[src/rtl/logs_sweep_ctrl_pkg.sv]
// Shared types and FRAC-derived widths for the logistic-map r-sweep controller
// and the iterator it drives.
package logs_pkg;

    typedef enum logic [2:0] {
        IDLE,
        RESTART,
        WARM,
        EMIT,
        STEP,
        FIN
    } state_t;

    localparam int unsigned LOGS_FRAC = 4;
    localparam int unsigned LOGS_R_W  = LOGS_FRAC + 2;
    localparam int unsigned LOGS_X_W  = LOGS_FRAC;

    // Counter width able to hold max(a,b) without wrapping; never zero.
    function automatic int unsigned cnt_width(input int unsigned a, input int unsigned b);
        int unsigned m;
        m = (a > b) ? a : b;
        return (m == 0) ? 1 : $clog2(m + 1);
    endfunction

endpackage

[src/rtl/logs_sweep_ctrl_if.sv]
// Iterator handshake and sample stream between the sweep controller (master)
// and its consumers (slave).
interface logs_sweep_ctrl_if #(
    parameter int unsigned FRAC = logs_pkg::LOGS_FRAC
);

    logic            next_ready;
    logic [FRAC-1:0] x_in;
    logic [FRAC+1:0] r_out;
    logic            iter_reset;
    logic            sample_valid;
    logic [FRAC+1:0] sample_r;
    logic [FRAC-1:0] sample_x;

    modport master (
        input  next_ready, x_in,
        output r_out, iter_reset, sample_valid, sample_r, sample_x
    );

    modport slave (
        output next_ready, x_in,
        input  r_out, iter_reset, sample_valid, sample_r, sample_x
    );

endinterface

[src/rtl/logs_sweep_ctrl.sv]
// Sweeps r across [R_START, R_END], discarding WARMUP iterator outputs and emitting
// SAMPLES (r, x) points per step. Define LOGS_SWEEP_LOOP_EN for a repeating sweep.
module logs_sweep_ctrl
    import logs_pkg::*;
#(
    parameter int unsigned     FRAC    = LOGS_FRAC,
    parameter int unsigned     WARMUP  = 16,
    parameter int unsigned     SAMPLES = 8,
    parameter logic [FRAC+1:0] R_START = (FRAC+2)'(2 << FRAC),
    parameter logic [FRAC+1:0] R_STEP  = (FRAC+2)'((1 << FRAC) >> 4),
    parameter logic [FRAC+1:0] R_END   = (FRAC+2)'((63 << FRAC) >> 4)
) (
    input  logic              clk,
    input  logic              reset,
    input  logic              start,
    logs_sweep_ctrl_if.master bus,
    output logic              busy,
    output logic              done
);

    localparam int unsigned      CNT_W      = cnt_width(WARMUP, SAMPLES);
    localparam logic [CNT_W-1:0] WARM_LAST  = (WARMUP  > 0) ? CNT_W'(WARMUP - 1)  : '0;
    localparam logic [CNT_W-1:0] SAMP_LAST  = (SAMPLES > 0) ? CNT_W'(SAMPLES - 1) : '0;
    localparam state_t           AFTER_WARM = (SAMPLES > 0) ? EMIT : STEP;

    state_t           state;
    state_t           state_nxt;
    logic [CNT_W-1:0] cnt;
    logic [FRAC+2:0]  sum;
    logic             advance;
    logic             warm_hit;
    logic             samp_hit;
`ifdef LOGS_SWEEP_LOOP_EN
    logic             stop_req;
`endif

    // Extra sum bit catches the carry out of the 2.FRAC range.
    always_comb begin
        sum      = {1'b0, bus.r_out} + {1'b0, R_STEP};
        advance  = !sum[FRAC+2] && (sum[FRAC+1:0] <= R_END);
        warm_hit = bus.next_ready && (cnt == WARM_LAST);
        samp_hit = bus.next_ready && (cnt == SAMP_LAST);
    end

    always_ff @(posedge clk or posedge reset) begin
        if (reset) state <= IDLE;
        else       state <= state_nxt;
    end

    always_comb begin
        state_nxt = state;
        case (state)
            IDLE:    if (start) state_nxt = RESTART;
            RESTART: state_nxt = (WARMUP == 0) ? AFTER_WARM : WARM;
            WARM:    if (warm_hit) state_nxt = AFTER_WARM;
            EMIT:    if (samp_hit) state_nxt = STEP;
`ifdef LOGS_SWEEP_LOOP_EN
            STEP:    state_nxt = stop_req ? FIN : RESTART;
`else
            STEP:    state_nxt = advance ? RESTART : FIN;
`endif
            FIN:     state_nxt = IDLE;
            default: state_nxt = IDLE;
        endcase
    end

    always_comb begin
        bus.iter_reset = (state == IDLE) || (state == RESTART);
        busy           = (state != IDLE);
`ifdef LOGS_SWEEP_LOOP_EN
        done           = (state == FIN) || ((state == STEP) && !advance && !stop_req);
`else
        done           = (state == FIN);
`endif
    end

    always_ff @(posedge clk or posedge reset) begin
        if (reset) begin
            bus.r_out        <= R_START;
            bus.sample_valid <= 1'b0;
            bus.sample_r     <= '0;
            bus.sample_x     <= '0;
            cnt              <= '0;
`ifdef LOGS_SWEEP_LOOP_EN
            stop_req         <= 1'b0;
`endif
        end else begin
            bus.sample_valid <= 1'b0;
            case (state)
                IDLE: begin
                    cnt <= '0;
                    if (start) bus.r_out <= R_START;
                end
                RESTART: cnt <= '0;
                WARM: begin
                    if (bus.next_ready) cnt <= warm_hit ? '0 : cnt + 1'b1;
                end
                EMIT: begin
                    if (bus.next_ready) begin
                        bus.sample_x     <= bus.x_in;
                        bus.sample_r     <= bus.r_out;
                        bus.sample_valid <= 1'b1;
                        cnt              <= samp_hit ? '0 : cnt + 1'b1;
                    end
                end
                STEP: begin
`ifdef LOGS_SWEEP_LOOP_EN
                    if (!stop_req) bus.r_out <= advance ? sum[FRAC+1:0] : R_START;
`else
                    if (advance) bus.r_out <= sum[FRAC+1:0];
`endif
                end
                default: ;
            endcase
`ifdef LOGS_SWEEP_LOOP_EN
            // A start while running latches a stop request for the next STEP.
            if (state == IDLE)  stop_req <= 1'b0;
            else if (start)     stop_req <= 1'b1;
`endif
        end
    end

endmodule

[src/flat_wrapper.sv]
// flat-port wrapper written by rule: the top's interface ports become plain ports
module logs_sweep_ctrl_flat import logs_pkg::*;
#(
    parameter int unsigned     FRAC    = LOGS_FRAC,
    parameter int unsigned     WARMUP  = 16,
    parameter int unsigned     SAMPLES = 8,
    parameter logic [FRAC+1:0] R_START = (FRAC+2)'(2 << FRAC),
    parameter logic [FRAC+1:0] R_STEP  = (FRAC+2)'((1 << FRAC) >> 4),
    parameter logic [FRAC+1:0] R_END   = (FRAC+2)'((63 << FRAC) >> 4)
)
  (clk, reset, start, busy, done, bus_next_ready, bus_x_in, bus_r_out, bus_iter_reset, bus_sample_valid, bus_sample_r, bus_sample_x);
  logs_sweep_ctrl_if #(.FRAC(FRAC)) bus_i ();
  input  logic clk;
  input  logic reset;
  input  logic start;
  output logic busy;
  output logic done;
  input wire logic [$bits(bus_i.next_ready)-1:0] bus_next_ready;
  input wire logic [$bits(bus_i.x_in)-1:0] bus_x_in;
  output wire logic [$bits(bus_i.r_out)-1:0] bus_r_out;
  output wire logic [$bits(bus_i.iter_reset)-1:0] bus_iter_reset;
  output wire logic [$bits(bus_i.sample_valid)-1:0] bus_sample_valid;
  output wire logic [$bits(bus_i.sample_r)-1:0] bus_sample_r;
  output wire logic [$bits(bus_i.sample_x)-1:0] bus_sample_x;
  assign bus_i.next_ready = bus_next_ready;
  assign bus_i.x_in = bus_x_in;
  assign bus_r_out = bus_i.r_out;
  assign bus_iter_reset = bus_i.iter_reset;
  assign bus_sample_valid = bus_i.sample_valid;
  assign bus_sample_r = bus_i.sample_r;
  assign bus_sample_x = bus_i.sample_x;
  logs_sweep_ctrl #(.FRAC(FRAC), .WARMUP(WARMUP), .SAMPLES(SAMPLES), .R_START(R_START), .R_STEP(R_STEP), .R_END(R_END)) u_core (.clk(clk), .reset(reset), .start(start), .bus(bus_i), .busy(busy), .done(done));
endmodule
[config.mk]
export PLATFORM = sky130hd
export DESIGN_NAME = logs_sweep_ctrl_flat
export DESIGN_NICKNAME = d
export VERILOG_FILES = /design/src/rtl/logs_sweep_ctrl_pkg.sv /design/src/rtl/logs_sweep_ctrl_if.sv /design/src/rtl/logs_sweep_ctrl.sv /design/src/flat_wrapper.sv
export SDC_FILE = /design/constraint.sdc
export NUM_CORES = 1
export LEC_CHECK = 0
export BUFFER_PORTS_ARGS = -buffer_cell sky130_fd_sc_hd__buf_4
export CAP_MARGIN = 10
export CORE_MARGIN = 2
export CORE_UTILIZATION = 50
export DETAILED_ROUTE_END_ITERATION = 12
export MAX_ROUTING_LAYER = met4
export PLACE_DENSITY = 0.75
export SLEW_MARGIN = 20
export SYNTH_ARGS = -nofsm -noshare
export SYNTH_HDL_FRONTEND = slang
export SYNTH_SLANG_ARGS = --single-unit
[constraint.sdc]
create_clock -name clk -period 3.9 [get_ports clk]
set_clock_uncertainty 0.2 [all_clocks]
set_input_delay 0.39 -clock clk [delete_from_list [all_inputs] [get_ports clk]]
set_output_delay 0.39 -clock clk [all_outputs]
set_load 0.05 [all_outputs]
; Yosys cells after proc, flatten, opt, wreduce, memory -nomap -nowiden
; Cells that the tools add are included.
[word_totals]
reg_bits = 25
in_bits = 8
out_inout_bits = 20
elab_cells = 51
[classes]
add_sub_neg = 2
n_lt_le_gt_ge = 1
n_eq_ne = 13
mux = 15
reduce_logical = 14
[op_table]
columns = op, n
row1 = $mux W5, 4
row2 = $pmux W3 S5, 1
row3 = $pmux W5 S3, 1
row4 = $mux W3, 4
row5 = $mux W6, 2
row6 = $pmux W6 S2, 1
row7 = $reduce_and A3 Y1, 3
row8 = $add A6 B1 Y7 const B, 1
row9 = $eq A3 B2 Y1 const B, 2
row10 = $eq A3 B3 Y1 const B, 2
row11 = $le A6 B6 Y1 const B, 1
row12 = $ne A2 B1 Y1 const B, 3
row13 = $ne A2 B2 Y1 const B, 3
row14 = $reduce_bool A3 Y1, 2
row15 = $add A5 B1 Y5 const B, 1
row16 = $eq A5 B3 Y1 const B, 1
row17 = $eq A5 B4 Y1 const B, 1
row18 = $eq A3 B1 Y1 const B, 1
row19 = $logic_and A1 B1 Y1, 3
row20 = $logic_not A3 Y1, 1
row21 = $mux W1, 2
row22 = $reduce_and A2 Y1, 1
row23 = $reduce_bool A2 Y1, 1
row24 = $reduce_or A2 Y1, 1
row25 = 2 further kinds, 2

; Depth between registers and ports, before layout
[depth]
depth_word = 5
mapped_depth = 7

; Worst setup path before layout
; OpenSTA, ideal clock, no wires.
[synth_timing]
path_type = register to register
start = register u_core.bus.r_out[0]
end = register u_core.bus.r_out[1]
setup_ns = 0.120
arrival_ns = 1.653
slack_ns = 1.927
stages_incl_launch_ff = 6
n_path_buf = 0
period_less_slack_ns = 1.973
cell_sequence = dfrtp_1 ha_1 and3_1 nand3_1 and3_1 a31o_2
[synth_between]
elab_chain_len = 5
elab_cells_between_ends = 8
[synth_lines]
columns = element, line
row1 = start: declaration, logs_sweep_ctrl_if.sv:17  ; output r_out, iter_reset, sample_valid, sample_r, sample_x
row2 = start signal: assignment, logs_sweep_ctrl.sv:110  ; if (advance) bus.r_out <= sum[FRAC+1:0];
row3 = $add A6 B1 Y7 (*), logs_sweep_ctrl.sv:39  ; sum = {1'b0, bus.r_out} + {1'b0, R_STEP};
row4 = $le A6 B6 Y1 or $logic_not A1 Y1 (tied branches), logs_sweep_ctrl.sv:40  ; advance = !sum[FRAC+2] && (sum[FRAC+1:0] <= R_END);
row5 = $logic_and A1 B1 Y1, logs_sweep_ctrl.sv:40
row6 = $ne A2 B1 Y1 (no line), n/a
row7 = $reduce_and A3 Y1 (no line), n/a
; Every way passes the cells marked *; elsewhere a longest branch is shown, timed or not. The select of a mux whose other input is x is not followed.
; A chain may end at the register's enable or synchronous reset.

; Final worst setup path
[layout_timing]
start = register u_core.cnt[0]
end = register u_core.cnt[4]
[layout_between]
elab_chain_len = 5
elab_cells_between_ends = 10
[layout_lines]
columns = element, line
row1 = start: declaration, logs_sweep_ctrl.sv:28  ; logic [CNT_W-1:0] cnt;
row2 = start signal: assignment, logs_sweep_ctrl.sv:96  ; if (bus.next_ready) cnt <= warm_hit ? '0 : cnt + 1'b1;
row3 = start signal: assignment, logs_sweep_ctrl.sv:103  ; cnt <= samp_hit ? '0 : cnt + 1'b1;
row4 = branches (longest 4 deep; another with $add A5 B1 Y5), n/a
row5 = $pmux W5 S3 (*), logs_sweep_ctrl.sv:89  ; case (state)
; Mark *: on every way between the ends. The select of a mux whose other input is x is not followed.

==> results.sh <==
export IMPL_post_cts_buffers=0
export IMPL_synth_seq_area_share_pct=50.20
export IMPL_switchingPower_uw=461.2
export IMPL_start_util_pct=51.82
export IMPL_die_x_microns=53.98
export IMPL_grt_total_usage_pct=18.07
export IMPL_h_tree_depth=1
export IMPL_final_common_cell="buf_4"
export IMPL_p_per_area_mw_per_mm2=692.9
export IMPL_avgRoutedWirePerCell_microns=13.38
export IMPL_syn_inst=111
export IMPL_cts_tree="done"
export IMPL_internal_power_uw=574.9
export IMPL_netlist_area_sq_mm=0.001249
export IMPL_slew_headroom_pct=38.82
export IMPL_hpwl_microns=1692
export IMPL_worst_r2r_setup_slack_ps=1860
export IMPL_worstPathCellList="ha_1, and3_1, ha_1, nand3b_1, o311ai_4, or3_1, o21ai_1"
export IMPL_path_clk_slew_ps=140
export IMPL_critPathSlowestCell="dfrtp_1"
export IMPL_die_height_microns=53.98
export IMPL_seq_power_share_pct=40.4
export IMPL_p_clk_share_pct=10.7
export IMPL_status="finished, final reports clean"
export IMPL_crit_top_cell="ha_1"
export IMPL_multiInputGateArea_sq_um=586.8
export IMPL_power_frac_comb_pct=48.9
export IMPL_crit_fanout=6
export IMPL_period_needed_ps=2042
export IMPL_power_share_switching_pct=44.51
export IMPL_finalHoldViolCount=0
export IMPL_crit_type="flip-flop to flip-flop"
export IMPL_tightest_slew_ps=916.6
export IMPL_yosys_warnings=0
export IMPL_final_cell_mix="buf_4 (27), dfrtp_1 (24), nand2_1 (18)"
export IMPL_finalSetupViolations=0
export IMPL_die_area_sq_mm=0.002913
export IMPL_fillers=194
export IMPL_syn_area_per_cell_sq_um=11.25
export IMPL_fmax_mhz=489.7
export IMPL_routed_via_density=5.426
export IMPL_vias=917
export IMPL_synth_nets=122
export IMPL_synth_cell_types=35
export IMPL_grt_start_max_net_pins=26
export IMPL_clock_sinks=25
export IMPL_io_pins=28
export IMPL_nets=151
export IMPL_post_cts_resized=0
export IMPL_ant_nets=0
export IMPL_peakVddDrop_mv=0.3988
export IMPL_grt_pass1_wl_microns=3753
export IMPL_min_path_type="input pin to asynchronous set/reset pin"
export IMPL_cts_buffers_inserted=3
export IMPL_holdBufCountCts=0
export IMPL_overflow=0
export IMPL_crit_required_ps=3930
export IMPL_gp_congestion=0.7921
export IMPL_drv_slew=0
export IMPL_tns_ps=0
export IMPL_finalPower_mw=1.036
export IMPL_n_antenna_cell=0
export IMPL_coreArea_sq_mm=0.002410
export IMPL_drt_total_wl_microns=2262
export IMPL_drt_pass1_iterations=4
export IMPL_synth_seq_cells=25
export IMPL_rsz0062_at_grt="no"
export IMPL_drive_gt1_share_pct=33.81
export IMPL_cts_buffer_depth=2
export IMPL_area_growth_pct=19.74
export IMPL_cts_root_buf="clkbuf_4"
export IMPL_register_area_sq_um=626.9
export IMPL_first_iter_violations=19
export IMPL_cap_violations=0
export IMPL_drc=0
export IMPL_num_rows=18
export IMPL_end_kind="flip-flop"
export IMPL_grt_pass1_vias=881
export IMPL_antenna_found_initial=0
export IMPL_arrival_ps=2080
export IMPL_cp_start_kind="flip-flop"
export IMPL_p_leak_nw=0.7904
export IMPL_place_port_buffers=27
export IMPL_post_route_period_util_pct=52.36
export IMPL_max_stage_delay_ps=430
export IMPL_clk_latency_ps=310
## layer usage
layer  wire length [microns]  vias up  track usage, %  share of wire [%]
li1                        -      450               -                  -
met3                     113        4           2.500                5.0
met1                    1102      431           23.52                 49
met2                    1029       32           28.46                 45
met4                      17        0           7.083               0.75
met5                       0        -               -                  0
## worst max-delay path: cells and delay by family, from the launching register on
| family | cells | cell delay, ps |
|---|---|---|
| and+or+nand+nor | 3 | 690 |
| adders and majority gates | 2 | 440 |
| DFF | 1 | 430 |
| AOI/OAI and AO/OA | 2 | 230 |
## registers in the layout, summed over array words and instances, names as in the netlist
name / flops
u_core.bus.r_out: 6
u_core.bus.sample_r: 6
u_core.cnt: 5
u_core.bus.sample_x: 4
u_core.state: 3
u_core.bus.sample_valid: 1
## logic make-up after synthesis
group	share of synthesized area [%]
XOR/XNOR	0.7015
AND/OR/NAND/NOR	19.54
AO/OA/AOI/OAI	10.42
adder cells (fa/ha/maj)	3.006
buffers and inverters	2.805
flip-flops	50.20
multiplexers	13.33
## area by class of cell
type | instances | area share, %
sequential | 25 | 41.92
multi-input combinational | 79 | 39.25
clock buffer | 4 | 1.757
tap | 30 | 2.510
inverter | 4 | 1.004
timing repair buffer | 27 | 13.56
## synthesized netlist by cell type
cell      count  area [sq um]
a21oi_1       1         5.000
ha_1          3         37.54
and2b_2       1         8.760
nor2_1        4         15.01
xnor2_1       1         8.760
o311ai_4      1         26.28
and3_1        4         25.02
a211oi_1      1         7.510
nor3b_2       1         12.51
dfrtp_1      24         600.6
a31o_2        1         8.760
o21ai_0       6         30.03
nor4_1        2         12.51
mux2i_1       2         20.02
nor2b_4       1         13.76
nor3_1        2         10.01
or2_1         2         12.51
buf_2         1         5.000
nand2_1      18         67.56
buf_6         1         11.26
nand3_2       1         10.01
a21o_1        3         22.52
o21ai_1       2         10.01
o22ai_1       2         12.51
mux2_4        9         135.1
inv_1         4         15.01
clkbuf_1      1         3.750
nand3b_1      2         15.01
mux2_2        1         11.26
nor2b_1       2         12.51
nand4_1       1         6.260
dfstp_2       1         26.28
or3_1         2         12.51
o211ai_1      1         7.510
nand3_1       2         10.01
## power groups by stage
stage | Combinational, mW | Clock, mW | Sequential, mW
final | 0.507 | 0.111 | 0.418
after global routing | 0.539 | 0.127 | 0.436
after CTS | 0.511 | 0.116 | 0.418
after detailed placement | 0.510 | 0 | 0.424
after global placement | 0.503 | 0 | 0.418
after floorplan | 0.181 | 0 | 0.614
## through the flow
step	hold slack, ps	instance area [sq um]	util, %	cells	setup WS, ps
2_1_floorplan	216.6	1249	-	111	1927
3_3_place_gp	292.2	1469	60.96	165	1958
3_5_place_dp	297.1	1469	60.96	165	1873
4_1_cts	100.2	1495	62.05	169	1857
5_1_grt	94.12	1495	62.05	169	1767
6_report	69.43	1495	62.05	169	1858
## path summary, 6_finish.rpt
path,from,end,cells past startpoint
worst max-delay path,u_core.cnt[0],u_core.cnt[4],7
worst min-delay path,reset,u_core.bus.sample_r[4],2
worst max register to register,u_core.cnt[0],u_core.cnt[4],7
worst min register to register,u_core.bus.sample_x[3],u_core.bus.sample_x[3],1
min in group clk,start,u_core.state[0],3
max in group asynchronous,reset,u_core.bus.r_out[2],2
Note: power is estimated with default switching activity, not from simulation.
